$ cat src/rtl/hpu_core_sequencer.sv
// Sequencer for the HPU core array: broadcasts item indices, aligns exec to the cores'
// two-stage item read, captures accumulators and streams them out. Option: HPU_SEQ_IDX_CHECK_EN.
module hpu_core_sequencer #(
    parameter int NCORE      = 8,
    parameter int LEN_W      = 16,
    parameter int ITEM_DEPTH = 100
) (
    input  logic                  clk,
    input  logic                  rst,
    input  logic                  start,
    input  logic [LEN_W-1:0]      item_len,
    input  logic                  s_valid,
    output logic                  s_ready,
    input  logic [31:0]           s_data,
    output logic                  core_src_v,
    output logic                  core_s_init,
    output logic                  core_exec,
    output logic                  core_update,
    output logic                  core_last_j,
    output logic [31:0]           core_src_data,
    input  logic [NCORE*32-1:0]   core_acc,
    output logic                  m_valid,
    input  logic                  m_ready,
    output logic [31:0]           m_data,
    output logic                  m_last,
    output logic                  busy,
    output logic                  done,
    output logic                  idx_err
);

    typedef enum logic [2:0] {CLEAR, IDLE, STREAM, DRAIN, CAPTURE, OUT} state_t;
    localparam int IDX_W = (NCORE > 1) ? $clog2(NCORE) : 1;

    state_t                 state, state_nxt;
    logic [LEN_W-1:0]       len_q, beat_q;
    logic                   clr_to_cap_q;
    logic                   drain_q;
    logic [1:0]             exec_pipe;
    logic [IDX_W-1:0]       out_idx;
    logic [NCORE-1:0][31:0] cap_buf;

    logic        live, hs, m_hs, last_beat, out_last;
    logic [31:0] idx_raw, idx_fwd;
    logic        s_data_unused;

    // Every output is forced low while rst is held, including mid-job.
    assign live          = ~rst;
    assign idx_raw       = {23'd0, s_data[8:0]};
    assign s_data_unused = ^s_data[31:9];

`ifdef HPU_SEQ_IDX_CHECK_EN
    logic idx_bad, err_q;
    assign idx_bad = (idx_raw >= 32'(ITEM_DEPTH));
    assign idx_fwd = idx_bad ? 32'd0 : idx_raw;
    assign idx_err = err_q & live;

    always_ff @(posedge clk) begin
        if (rst)
            err_q <= 1'b0;
        else if (hs && idx_bad)
            err_q <= 1'b1;
    end
`else
    assign idx_fwd = idx_raw;
    assign idx_err = 1'b0;
`endif

    assign s_ready   = live & (state == STREAM);
    assign hs        = s_valid & s_ready;
    assign last_beat = hs & (beat_q == len_q - 1'b1);
    assign out_last  = (out_idx == IDX_W'(NCORE - 1));
    assign m_valid   = live & (state == OUT);
    assign m_hs      = m_valid & m_ready;

    assign core_src_v    = hs;
    assign core_s_init   = hs & (beat_q != '0);
    assign core_src_data = hs ? idx_fwd : 32'd0;
    assign core_exec     = live & exec_pipe[1];
    assign core_update   = live & (state == CAPTURE);
    // Capture and clear share one edge: the buffer takes acc before the clear lands.
    assign core_last_j   = live & ((state == CLEAR) | (state == CAPTURE));
    assign m_data        = m_valid ? cap_buf[out_idx] : 32'd0;
    assign m_last        = m_valid & out_last;
    assign done          = m_hs & out_last;
    assign busy          = live & (state != IDLE);

    always_comb begin
        state_nxt = state;
        case (state)
            CLEAR:   state_nxt = clr_to_cap_q ? CAPTURE : IDLE;
            IDLE:    if (start) state_nxt = (item_len == '0) ? CLEAR : STREAM;
            STREAM:  if (last_beat) state_nxt = DRAIN;
            DRAIN:   if (drain_q) state_nxt = CAPTURE;
            CAPTURE: state_nxt = OUT;
            OUT:     if (m_hs && out_last) state_nxt = IDLE;
            default: state_nxt = CLEAR;
        endcase
    end

    always_ff @(posedge clk) begin
        if (rst) begin
            state        <= CLEAR;
            len_q        <= '0;
            beat_q       <= '0;
            clr_to_cap_q <= 1'b0;
            drain_q      <= 1'b0;
            exec_pipe    <= '0;
            out_idx      <= '0;
            cap_buf      <= '0;
        end else begin
            state     <= state_nxt;
            exec_pipe <= {exec_pipe[0], core_src_v};
            drain_q   <= (state == DRAIN) ? ~drain_q : 1'b0;

            if (state == IDLE && start) begin
                len_q        <= item_len;
                beat_q       <= '0;
                clr_to_cap_q <= (item_len == '0);
            end else if (state == CLEAR) begin
                clr_to_cap_q <= 1'b0;
            end

            if (hs)
                beat_q <= beat_q + 1'b1;

            if (state == CAPTURE) begin
                cap_buf <= core_acc;
                out_idx <= '0;
            end else if (m_hs) begin
                out_idx <= out_idx + 1'b1;
            end
        end
    end

endmodule
$ cat config.mk
export PLATFORM = sky130hd
export DESIGN_NAME = hpu_core_sequencer
export DESIGN_NICKNAME = d
export VERILOG_FILES = /design/src/rtl/hpu_core_sequencer.sv
export SDC_FILE = /design/constraint.sdc
export NUM_CORES = 1
export LEC_CHECK = 0
export ABC_AREA = 0
export CAP_MARGIN = 15
export CORE_ASPECT_RATIO = 0.8
export CORE_MARGIN = 1.5
export CORE_UTILIZATION = 35
export DETAILED_ROUTE_END_ITERATION = 16
export GPL_ROUTABILITY_DRIVEN = 1
export PLACE_DENSITY_LB_ADDON = 0.3
export RECOVER_POWER = 25
export SYNTH_ARGS = -nofsm -noshare
export SYNTH_HDL_FRONTEND = slang
export SYNTH_SLANG_ARGS = --single-unit
$ cat constraint.sdc
create_clock -name clk -period 2.9 [get_ports clk]
set_clock_uncertainty 0.05 [all_clocks]
set_input_delay 0.29 -clock clk [delete_from_list [all_inputs] [get_ports clk]]
set_output_delay 0.29 -clock clk [all_outputs]
set_load 0.005 [all_outputs]
==> flow_summary.yaml, run 1 <==
placed_design:
  io_buffers: 336
  hpwl_microns: 26700
  place.gp.congestion: 0.840
floorplan:
  die_h_microns: 171
  core-area_sq_um: 34800
  ios: 384
  die_area_sq_um: 36500
  die_x_microns: 213
  start_util_pct: 35.5
  row_count: 61
power:
  peakVddDrop_mv: 0.412
  pwr-share-clk_pct: 39.6
  p_leak_nw: 6.39
  seqPwrFrac_pct: 44.1
  power.density_nw_per_um2: 589
  total_power_mw: 10.3
  swShare_pct: 25.4
  p_int_mw: 7.70
  p_sw_mw: 2.62
  pwr-share-comb_pct: 16.3
clock_network:
  clk_latency_ns: 0.56
  tritoncts: "built"
  htreeDepth: 1
  cts_buffers: 31
  clock_path_buffers: 3
  cts.reportedPaths.clkPinSlew_ns: 0.06
  ctsRootBufferMaster: "clkbuf_16"
  cts_sinks: 298
  postCtsHoldBufs: 0
timing:
  fin_tns_setup_ns: 0
  hold_ws_ns: 0.267
  final_hold_viol_count: 0
  final_max_slew_viol_count: 0
  rsz0062_at_grt: "true"
  tightest_slew_ns: 1.17
  fin_crit_ns: 2.83
  max_freq_mhz: 353
  post-route-period-util_pct: 97.7
  max_slew_margin_pct: 22.0
  setup_viol: 0
drt:
  ant_nets: 0
  via_count: 9973
  drc: 0
  drtIter0Drc: 594
  first_pass_iters: 8
  routed_wl_microns: 37900
  via_per_inst: 5.24
  wl_per_cell_microns: 19.9
finish:
  drive_above_1_share_pct: 13.9
  final_nets: 1715
  layout_commonest_cell: "clkdlybuf4s50_1"
  most-common-layout-cells: "clkdlybuf4s50_1, dfxtp_1, a22o_1, mux4_2, nand2_1"
  area_delta_synth_final_pct: 41.7
logic_synthesis:
  syn-cell-area_sq_um: 12400
  async_flop_share_pct: 0
  synth_edf_count: 0
  yosysWarningCount: 0
  synth_flop_cell: "dfxtp_1"
  ys_types: 59
  yosysTopAreaCell: "dfxtp_1"
  avgSynthCellArea_sq_um: 11.4
  synth_area_leaders: "dfxtp_1, a22o_1, mux4_2"
  synth_top_area_share_pct: 48.3
  synthCells: 1086
  seq_area_frac_synth_pct: 48.3
  ys_seq_elements: 298
setup_path:
  end_kind: "output pin"
  worstSetupStartpointType: "flip-flop"
  reg2reg_depth: 8
  crit_start: "out_idx[1]"
  reg2reg_from: "len_q[0]"
  worstPathMaxFanout: 7
  ff2ff_setup_slack_ns: 0.33
  critPathArrivalTime_ns: 2.49
  critPathKind: "reg -> out"
  reg2reg_to: "state[0]"
  critical_path_required_ns: 2.56
global_route:
  grt_max_degree: 78
  grt_pass1_vias: 9694
  grt_pass1_wl_microns: 55500
  antenna_found_initial: 8
  grt-ovfl-total: 0
  grt_usage_pct: 19.6
hold_path:
  hp-class: "in -> reg"
  holdPathEnd: "len_q[8]"
  hold_start: "item_len[8]"
  min_path_cells: 3
run:
  drv_cap: 0
status:
  status: "finished clean"
cell families (layout without fill, tap and decap cells):
kind of cell    after synthesis  in the layout  synth area share, %
compound gates              321            321                 21.5
xor+xnor                     23             23                 1.63
fa+ha+maj                     5              5                0.506
buf+inv                     137            453                 5.16
flops                       298            298                 48.3
mux                         102            102                 14.8
other cells                   1             30               0.0303
simple gates                199            199                 8.11
registers in the layout, indices dropped and copies added, names as in the netlist:
name          cells
beat_q           16
cap_buf         256
clr_to_cap_q      1
drain_q           1
exec_pipe         2
len_q            16
out_idx           3
state             3
power by group through the flow:
stage | registers, mW | clock network, mW | logic (mW)
2_1_floorplan | 4.55 | 0 | 1.02
3_3_place_gp | 4.62 | 0 | 1.64
3_5_place_dp | 4.63 | 0 | 1.66
4_1_cts | 4.55 | 4.21 | 1.68
5_1_grt | 4.59 | 4.36 | 1.83
6_report | 4.55 | 4.09 | 1.68
cell type report:
type / count / area, sq um
Antenna cell: 6 / 15.0
Clock buffer: 45 / 938
Clock inverter: 12 / 119
Fill cell: 3140 / 17300
Inverter: 12 / 48.8
Multi-Input combinational cell: 674 / 5920
Sequential cell: 298 / 5980
Tap cell: 472 / 591
Timing Repair Buffer: 384 / 3910
stage by stage:
stage	cell area [sq um]	worst slack (ns)	cells	utilization, %
after floorplan	12400	0.551	1109	-
after global placement	16200	0.312	1830	46.7
after global routing	17500	-0.0308	1900	50.3
after CTS	17400	-0.0260	1890	49.9
after detailed placement	16200	0.314	1830	46.7
final	17500	0.0658	1903	50.3
synth_stat cells, types with 3 or more instances:
| library cell | number |
|---|---|
| dfxtp_1 | 298 |
| a22o_1 | 257 |
| clkbuf_1 | 80 |
| mux4_2 | 64 |
| nand2_1 | 57 |
| nor2_1 | 53 |
| mux2i_1 | 33 |
| a21oi_1 | 29 |
| buf_4 | 25 |
| nand3_1 | 15 |
| nor4_1 | 13 |
| inv_1 | 12 |
| xnor2_1 | 12 |
| and2_1 | 11 |
| buf_1 | 11 |
| xor2_1 | 11 |
| o21ai_0 | 10 |
| nor3_1 | 9 |
| buf_2 | 6 |
| nor2b_1 | 6 |
| ha_1 | 5 |
| mux2_2 | 5 |
| nand2b_1 | 5 |
| a311oi_1 | 3 |
| and3_1 | 3 |
| buf_6 | 3 |
| nand3b_1 | 3 |
| nand4_1 | 3 |
| o211ai_1 | 3 |
| or4_1 | 3 |
worst max-delay path: stages (launching register included):
cell	delay [ns]
dfxtp_4	0.45
buf_4	0.17
buf_4	0.14
mux4_2	0.49
mux2i_1	0.18
nor2_1	0.06
clkdlybuf4s50_1	0.44
routing by layer:
metal	up-vias	part of all wire, %	global-route usage (%)	routed length, microns
met2	294	46	31.5	17600
li1	4753	-	-	-
met3	49	7.7	6.24	2910
met5	-	0.071	0	27
met4	4	2.0	4.69	752
met1	4873	44	25.6	16600
worst max-delay path by stage:
stage | to | slack (ns) | cells after the start
after floorplan | state[0] | 0.55 | 9
after global placement | cap_buf[189] | 0.31 | 5
after detailed placement | m_data[23] | 0.31 | 5
after CTS | m_data[18] | -0.03 | 5
after global routing | m_data[24] | -0.03 | 6
final | m_data[24] | 0.07 | 6
what timing repair did:
| item | 4_1_cts | 5_1_grt |
|---|---|---|
| gates cloned | 0 | 2 |
| resized for setup | 14 | 14 |
| endpoints found under the hold margin | 0 | 0 |
| setup endpoints to repair | 44 | 40 |
| buffers inserted | 3 | 5 |
No activity file was read; power rests on OpenSTA's default activity.
==> inputs of run 2 (changes only) <==
--- a/config.mk
+++ b/config.mk
@@ -12,6 +12,7 @@
 export CORE_UTILIZATION = 35
 export DETAILED_ROUTE_END_ITERATION = 16
 export GPL_ROUTABILITY_DRIVEN = 1
+export HOLD_SLACK_MARGIN = 0.05
 export PLACE_DENSITY_LB_ADDON = 0.3
 export RECOVER_POWER = 25
 export SYNTH_ARGS = -nofsm -noshare
==> constraint.sdc (replaced) <==
create_clock -name clk -period 2.9 [get_ports clk]
set_clock_uncertainty 0.05 [all_clocks]
set_input_delay 0.58 -clock clk [delete_from_list [all_inputs] [get_ports clk]]
set_output_delay 0.58 -clock clk [all_outputs]
set_load 0.005 [all_outputs]
==> run 2 against run 1 <==
  * The run now ends with negative setup slack left
  * Sequential share of layout area down 1.4 points
  * Global-route usage grew 1.2 points
  * Power increased by 4.8%
  * Clock-buffer cell count is 6 higher
  * Critical path type unchanged
  * Largest cell class unchanged
==> flow_summary.yaml, run 2 (same netlist as run 1, synthesis figures left out) <==
status:
  status: "complete, but fails checks"
  violations: "negative setup slack"
timing:
  max_freq_mhz: 343
  fin_crit_ns: 2.91
  hold_ws_ns: 0.406
  rsz0062_at_grt: "true"
  final_max_slew_viol_count: 0
  max_slew_margin_pct: 23.1
  tightest_slew_ns: 1.15
  final_critical_path_setup_slack_ns: -0.0146
  post-route-period-util_pct: 101
  final_hold_viol_count: 0
  fin_tns_setup_ns: -0.0146
  setup_viol: 1
placed_design:
  post_dp_cell_area_sq_um: 16300
  place_inst: 1834
  place.gp.congestion: 0.829
  hpwl_microns: 26100
  dp_slack_ns: -0.221
  io_buffers: 336
finish:
  most-common-layout-cells: "clkdlybuf4s50_1, dfxtp_1, a22o_1, mux4_2, buf_4"
  area_delta_synth_final_pct: 47.7
  layout_commonest_cell: "clkdlybuf4s50_1"
  seqCellArea_sq_um: 5980
  regMostFlops: "cap_buf"
  final_area_sq_um: 18300
  multi_input_area_sq_um: 5970
  fillerInstances: 3138
  final_nets: 1781
  largest_register_ffs: 256
  fin_cells: 1966
  drive_above_1_share_pct: 19.8
  top_regs: "cap_buf x256, beat_q x16, len_q x16"
setup_path:
  crit_start: "out_idx[0]"
  crit_chain: "buf_12 -> buf_12 -> buf_12 -> buf_6 -> mux4_2 -> mux2i_1 -> nor2_1 -> buf_2"
  end_kind: "output pin"
  worstSetupStartpointType: "flip-flop"
  worstPathMaxFanout: 7
  reg2reg_from: "len_q[0]"
  slowest_delay_ns: 0.56
  critPathSlowestCell: "mux4_2"
  critical_path_required_ns: 2.27
  cpMostUsedCell: "buf_12"
  critPathKind: "reg -> out"
  critPathArrivalTime_ns: 2.28
drt:
  via_count: 10300
  via_per_inst: 5.22
  first_pass_iters: 4
  drtIter0Drc: 563
  ant_nets: 0
  routed_wl_microns: 39000
  wl_per_cell_microns: 19.9
  drc: 0
floorplan:
  die_area_sq_um: 36500
  core-area_sq_um: 34800
  die_x_microns: 213
  ios: 384
  die_h_microns: 171
  row_count: 61
  start_util_pct: 35.5
power:
  pwr-share-clk_pct: 42.1
  peakVddDrop_mv: 0.396
  swShare_pct: 25.5
  seqPwrFrac_pct: 42.0
  p_int_mw: 8.06
  p_sw_mw: 2.76
  p_leak_nw: 6.87
  power.density_nw_per_um2: 593
  pwr-share-comb_pct: 16.0
global_route:
  grt_pass1_vias: 10100
  grt_max_degree: 99
  grt-ovfl-total: 0
  grt_usage_pct: 20.8
  grt_pass1_wl_microns: 58200
  antenna_found_initial: 3
clock_network:
  postCtsHoldBufs: 0
  clock_path_buffers: 3
  ctsRootBufferMaster: "clkbuf_16"
  tritoncts: "built"
  cts_sinks: 298
  clk_latency_ns: 0.51
  cts.reportedPaths.clkPinSlew_ns: 0.06
  htreeDepth: 2
  cts_buffers: 35
run:
  drv_cap: 0
hold_path:
  hp-class: "reg -> reg"
  hold_start: "exec_pipe[0]"
==> run 2: cell count changes in the layout (fill, tap and decap cells not counted), sizes merged <==
cell / delta
clkdlybuf4s50: -32
clkdlybuf4s15: +3
dlygate4sd3: +1
clkbuf: +31
diode: -4
dlygate4sd2: +1
buf: +63
==> run 2: power groups by stage <==
| stage | Combinational (mW) | Clock, mW | Sequential, mW |
|---|---|---|---|
| floorplan | 1.02 | 0 | 4.55 |
| global placement | 1.66 | 0 | 4.61 |
| detailed placement | 1.69 | 0 | 4.62 |
| CTS | 1.73 | 4.65 | 4.53 |
| global route | 1.88 | 4.82 | 4.57 |
| finish | 1.73 | 4.55 | 4.54 |
==> run 2: timing repair <==
action / CTS / global route
buffers inserted: 56 / 8
endpoints found under the setup margin: 45 / 41
resized for setup: 107 / 50
pin swaps: 2 / 2
gates cloned: 3 / 1
==> run 2: final timing paths <==
check | cells past startpoint | endpoint | slack (ns)
worst max-delay path | 8 | m_data[2] | -0.01
worst min register to register | 1 | exec_pipe[1] | 0.41
worst min-delay path | 1 | exec_pipe[1] | 0.41
worst max register to register | 8 | state[0] | 0.29
==> run 2: critical path: cells and delay by family (launching register included) <==
family / cells / cell delay (ns)
buf+inv: 5 / 0.56
simple gates: 1 / 0.06
flops: 1 / 0.39
mux: 2 / 0.77
==> run 2: per-stage QoR <==
| stage | total power [mW] | util [%] |
|---|---|---|
| detailed placement | 6.30 | 46.8 |
| CTS | 10.9 | 52.4 |
| finish | 10.8 | 52.4 |
| global route | 11.3 | 52.4 |
| global placement | 6.27 | 46.8 |
| floorplan | 5.56 | - |
==> run 2: area by class of cell <==
| cell class | count | area share (%) |
|---|---|---|
| Timing Repair Buffer | 445 | 24.4 |
| Sequential cell | 298 | 32.7 |
| Timing Repair inverter | 1 | 0.0411 |
| Tap cell | 472 | 3.24 |
| Clock inverter | 11 | 0.699 |
| Antenna cell | 2 | 0.0274 |
| Inverter | 12 | 0.247 |
| Multi-Input combinational cell | 674 | 32.7 |
| Clock buffer | 51 | 5.85 |
==> run 2: metal layers <==
metal | vias to the layer above | global-route usage (%) | routed length, microns
met5 | - | 0 | 10
met4 | 2 | 7.25 | 1020
met3 | 71 | 6.09 | 2850
met2 | 323 | 32.1 | 17600
met1 | 4980 | 27.7 | 17500
li1 | 4881 | - | -
